File: src/rtl/npu_pkg.sv
// Shared NPU definitions: engine identifiers and scoreboard sizing defaults.
package npu_pkg;

   localparam int NUM_ENG_DEF   = 6;
   localparam int MAX_OUTST_DEF = 4;
   localparam int WDOG_W_DEF    = 16;

   typedef enum logic [2:0] {
      ENG_DMA     = 3'd0,
      ENG_GEMM    = 3'd1,
      ENG_SOFTMAX = 3'd2,
      ENG_LN      = 3'd3,
      ENG_GELU    = 3'd4,
      ENG_VEC     = 3'd5
   } engine_id_e;

   // Index width that stays legal for a single-entry table.
   function automatic int idx_width(input int n);
      return (n > 1) ? $clog2(n) : 1;
   endfunction

endpackage

File: src/rtl/scoreboard_ctr.sv
// One engine's outstanding-operation counter; a done pulse at zero is reported, not applied.
module scoreboard_ctr #(
   parameter int CW = 3
) (
   input  logic          clk,
   input  logic          rst,
   input  logic          inc,
   input  logic          dec_req,
   output logic [CW-1:0] cnt,
   output logic          nz,
   output logic          underflow
);

   logic dec_s;

   assign nz        = (cnt != {CW{1'b0}});
   assign dec_s     = dec_req & nz;
   assign underflow = dec_req & ~nz;

   // Outstanding count: a simultaneous issue and completion cancel out.
   always_ff @(posedge clk) begin
      if (rst) begin
         cnt <= {CW{1'b0}};
      end else if (inc && !dec_s) begin
         cnt <= cnt + CW'(1);
      end else if (dec_s && !inc) begin
         cnt <= cnt - CW'(1);
      end else begin
         cnt <= cnt;
      end
   end

endmodule

File: src/rtl/scoreboard.sv
// Per-engine in-flight tracker with issue back-pressure, idle indication for the
// barrier unit, a hung-pipeline watchdog and a sticky spurious-completion flag.
module scoreboard
   import npu_pkg::*;
#(
   parameter int NUM_ENG   = NUM_ENG_DEF,
   parameter int MAX_OUTST = MAX_OUTST_DEF,
   parameter int WDOG_W    = WDOG_W_DEF
) (
   input  logic                        clk,
   input  logic                        rst,
   input  logic                        issue_valid,
   input  logic [idx_width(NUM_ENG)-1:0] issue_eng,
   output logic                        issue_ready,
   input  logic [NUM_ENG-1:0]          eng_done,
   output logic [NUM_ENG-1:0]          busy,
   output logic                        all_idle,
   input  logic [WDOG_W-1:0]           wdog_limit,
   output logic                        wdog_err,
   output logic                        underflow_err,
   input  logic                        err_clr
);

   localparam int EW = idx_width(NUM_ENG);
   localparam int CW = $clog2(MAX_OUTST + 1);

   logic [NUM_ENG-1:0][CW-1:0] cnt_s;
   logic [NUM_ENG-1:0]         inc_s;
   logic [NUM_ENG-1:0]         underflow_s;
   logic                       fire_s;
   logic                       wd_clear_s;
   logic                       wd_hit_s;
   logic [WDOG_W-1:0]          wd_r;

   // Ready decode; out-of-range engine indices never match and so stay blocked.
   always_comb begin
      issue_ready = 1'b0;
      for (int i = 0; i < NUM_ENG; i++) begin
         if ((issue_eng == EW'(i)) && (cnt_s[i] < CW'(MAX_OUTST))) begin
            issue_ready = 1'b1;
         end else begin
            issue_ready = issue_ready;
         end
      end
   end

   assign fire_s   = issue_valid & issue_ready;
   assign all_idle = ~(|busy) & ~fire_s;

   for (genvar g = 0; g < NUM_ENG; g++) begin : g_eng
      assign inc_s[g] = fire_s & (issue_eng == EW'(g));

      scoreboard_ctr #(
         .CW(CW)
      ) u_ctr (
         .clk       (clk),
         .rst       (rst),
         .inc       (inc_s[g]),
         .dec_req   (eng_done[g]),
         .cnt       (cnt_s[g]),
         .nz        (busy[g]),
         .underflow (underflow_s[g])
      );
   end

   assign wd_clear_s = all_idle | (|eng_done) | (wdog_limit == {WDOG_W{1'b0}});
   assign wd_hit_s   = (wdog_limit != {WDOG_W{1'b0}}) & (wd_r == wdog_limit);

   // Watchdog: counts cycles of outstanding work without any completion, saturating.
   always_ff @(posedge clk) begin
      if (rst) begin
         wd_r <= {WDOG_W{1'b0}};
      end else if (wd_clear_s) begin
         wd_r <= {WDOG_W{1'b0}};
      end else if (wd_r != {WDOG_W{1'b1}}) begin
         wd_r <= wd_r + WDOG_W'(1);
      end else begin
         wd_r <= wd_r;
      end
   end

   // Sticky errors: a fresh set condition outranks a same-cycle clear.
   always_ff @(posedge clk) begin
      if (rst) begin
         wdog_err      <= 1'b0;
         underflow_err <= 1'b0;
      end else begin
         if (wd_hit_s) begin
            wdog_err <= 1'b1;
         end else if (err_clr) begin
            wdog_err <= 1'b0;
         end else begin
            wdog_err <= wdog_err;
         end
         if (|underflow_s) begin
            underflow_err <= 1'b1;
         end else if (err_clr) begin
            underflow_err <= 1'b0;
         end else begin
            underflow_err <= underflow_err;
         end
      end
   end

endmodule

File: config.mk
export PLATFORM = sky130hd
export DESIGN_NAME = scoreboard
export DESIGN_NICKNAME = d
export VERILOG_FILES = /design/src/rtl/npu_pkg.sv /design/src/rtl/scoreboard_ctr.sv /design/src/rtl/scoreboard.sv
export SDC_FILE = /design/constraint.sdc
export NUM_CORES = 1
export LEC_CHECK = 0
export CAP_MARGIN = 20
export CORE_ASPECT_RATIO = 0.8
export CORE_UTILIZATION = 40
export DETAILED_ROUTE_END_ITERATION = 8
export GPL_ROUTABILITY_DRIVEN = 1
export GPL_TIMING_DRIVEN = 0
export HOLD_SLACK_MARGIN = 0.15
export PLACE_DENSITY = 0.61
export SLEW_MARGIN = 20
export SYNTH_ARGS = -nofsm -noshare
export SYNTH_HDL_FRONTEND = slang
export SYNTH_HIERARCHICAL = 1
export SYNTH_SLANG_ARGS = --single-unit
export TNS_END_PERCENT = 30
File: constraint.sdc
create_clock -name clk -period 5.6 [get_ports clk]
set_clock_uncertainty 0.15 [all_clocks]
set_input_delay 1.68 -clock clk [delete_from_list [all_inputs] [get_ports clk]]
set_output_delay 1.68 -clock clk [all_outputs]
set_load 0.05 [all_outputs]
==> flow_summary.ini, run 1 <==
[routing]
vias = 2072
drc_errors = 0
finalWirelength_mm = 5.63
wire_per_inst_um = 14.5
dr.pass1.iters = 4
ant_nets = 0
drtIter0Drc = 73
avgViaCountPerCell = 5.33

[sta]
clock.fmax_mhz = 184
min_period_ns = 5.43
worst_pin_slew_ns = 0.868
setup_viol = 0
hold_viol = 0
fin_crit_sh = 0.970
rsz0062_at_grt = no
tns_ns = 0
relSlewSlack = 0.419
final-max-slew-violation-count = 0

[logic_synthesis]
syn_area_per_cell_um2 = 8.77
synth_async_sr_flop_share = 0
ys.flop_type = dfxtp_1
syn_area_um2 = 2320
synth_warnings = 6
netlist.area_leader.share = 0.310
synth_edf_count = 0
synth_top_cell_by_area = dfxtp_1
synth_cells = 265
ys_types = 49
ys_ff_latch = 36
synth.area.top_cells = dfxtp_1 31%, xor2_1 7.5%, fa_1 5.2%
syn_nets = 307
yosysSeqAreaShare = 0.310

[clock_network]
post-cts-setup-buffer-count = 0
cts_tree = built
cts_max_level = 2
insertion_delay_ns = 0.28
root_buffer = clkbuf_8
cts.sinks = 36
cts_made_buffers = 5
post_cts_resize_count = 4
max-clock-path-buffers = 2
clkTransAtPathRegs_ns = 0.07
ctsHoldBuffers = 0

[die]
coreArea_um2 = 5530
start_util = 0.421
die_w_um = 87.2
ios = 39
dieHeight_um = 70.2
die_area_um2 = 6120
rows = 24

[hold_path]
worst_hold_path_type = reg2reg
hold_depth = 2

[finish]
fill_cells = 559
antenna_cells = 0
final_area_um2 = 2900
final_cell_mix = 36 x dfxtp_1, 36 x clkdlybuf4s50_1, 28 x nor2_1
drive_above_1_share = 0.0740
area_delta_synth_final_pct = 24.7
final_nets = 352

[worst_setup_path]
cp_data_arrival_time_ns = 3.60
r2r_cells = 9
worstSetupStartpointType = input pin
end_kind = output port
critPathRequiredTime_ns = 3.77
worstPathMaxFanout = 10
path_class = in2out

[global_routing]
grtUsageTotal = 0.201
antenna_found_initial = 0
grt_max_degree = 23
overflow = 0
grt_pass1_vias = 1905
grt_pass1_wl_mm = 9.48

[status]
status = completed

[place]
dp_hpwl_mm = 4.39
gp_congestion = 0.806
numPortBuffers = 38
dpl_cell_area_um2 = 2800

[job]
maxCapViolations = 0

[power]
leakagePower_nw = 1.07
vdd_ir_drop_max_mv = 0.176
power_density_nw_per_um2 = 444
state kept, by name (all words and copies together), names as in the netlist:
name / cells
g_eng.u_ctr/cnt: 18
wd_r: 16
underflow_err: 1
wdog_err: 1
where the power goes:
part / internal, mW / total, mW / switching, mW
Sequential: 0.316 / 0.375 / 0.0586
Clock: 0.100 / 0.190 / 0.0899
Combinational: 0.287 / 0.723 / 0.435
critical path, cell delays in order:
cell and delay (ns):
clkdlybuf4s50_1 0.60, mux2i_1 0.13, a311oi_2 0.41, o21a_4 0.24, buf_8 0.16, clkdlybuf4s15_2 0.38
per-stage QoR:
step	total power, mW	instances	hold WS (ns)	util	setup slack (ns)
2_1_floorplan	0.894	265	0.310	-	0.681
3_3_place_gp	1.10	381	0.349	0.507	-0.370
3_5_place_dp	1.11	381	0.354	0.507	-0.385
4_1_cts	1.30	389	0.365	0.523	0.0455
5_1_grt	1.39	389	0.417	0.524	0.0725
6_report	1.29	389	0.362	0.524	0.165
final cells by class:
class | count | area [µm²] | share of cell area
buffer | 6 | 50.0 | 0.0173
clock buffer | 8 | 90.1 | 0.0311
inverter | 17 | 63.8 | 0.0220
multi-input combinational | 206 | 1500 | 0.516
sequential | 36 | 721 | 0.249
tap | 78 | 97.6 | 0.0337
timing repair buffer | 38 | 380 | 0.131
synthesized netlist by cell type (2+ instances only):
cell type / n
a2111oi_0: 7
a2111oi_1: 3
a211oi_1: 3
a21oi_1: 12
a31oi_1: 3
and2_1: 2
and3_1: 3
buf_2: 2
dfxtp_1: 36
fa_1: 6
ha_1: 7
inv_1: 17
mux2i_1: 7
nand2_1: 15
nand3_1: 8
nand4_1: 5
nor2_1: 28
nor3_1: 4
nor4_1: 16
nor4b_1: 2
nor4b_2: 2
o21ai_0: 9
o311a_2: 2
or3_1: 14
xnor2_1: 9
xor2_1: 20
per-layer routing:
metal	global-route usage	part of all wire	vias up
met5	0	0	-
met2	0.276	0.41	37
met1	0.317	0.54	965
met4	0.0383	0.0027	0
met3	0.0437	0.049	2
li1	-	-	1068
kinds of logic after synthesis:
| family | Yosys count | share of synthesized area |
|---|---|---|
| AND/OR/NAND/NOR | 109 | 0.258 |
| AO/OA/AOI/OAI | 47 | 0.149 |
| buffers and inverters | 23 | 0.0490 |
| multiplexers | 8 | 0.0350 |
| flip-flops | 36 | 0.310 |
| adder cells (fa/ha/maj) | 13 | 0.0894 |
| XOR/XNOR | 29 | 0.109 |
path summary, 6_finish.rpt:
| check | from | slack [ns] | end |
|---|---|---|---|
| hold / removal | g_eng[3].u_ctr/cnt[2] | 0.36 | g_eng[3].u_ctr/cnt[2] |
| setup / recovery | issue_eng[2] | 0.17 | all_idle |
| hold reg to reg | g_eng[3].u_ctr/cnt[2] | 0.36 | g_eng[3].u_ctr/cnt[2] |
| setup reg to reg | g_eng[4].u_ctr/cnt[2] | 2.66 | g_eng[0].u_ctr/cnt[2] |
Note: power is estimated with default switching activity, not from simulation.
==> inputs of run 2 (changes only) <==
Settings changed: GPL_ROUTABILITY_DRIVEN 1 to default.
==> results of run 2 <==
Final layout, timing and power as in run 1 (identical DEF).
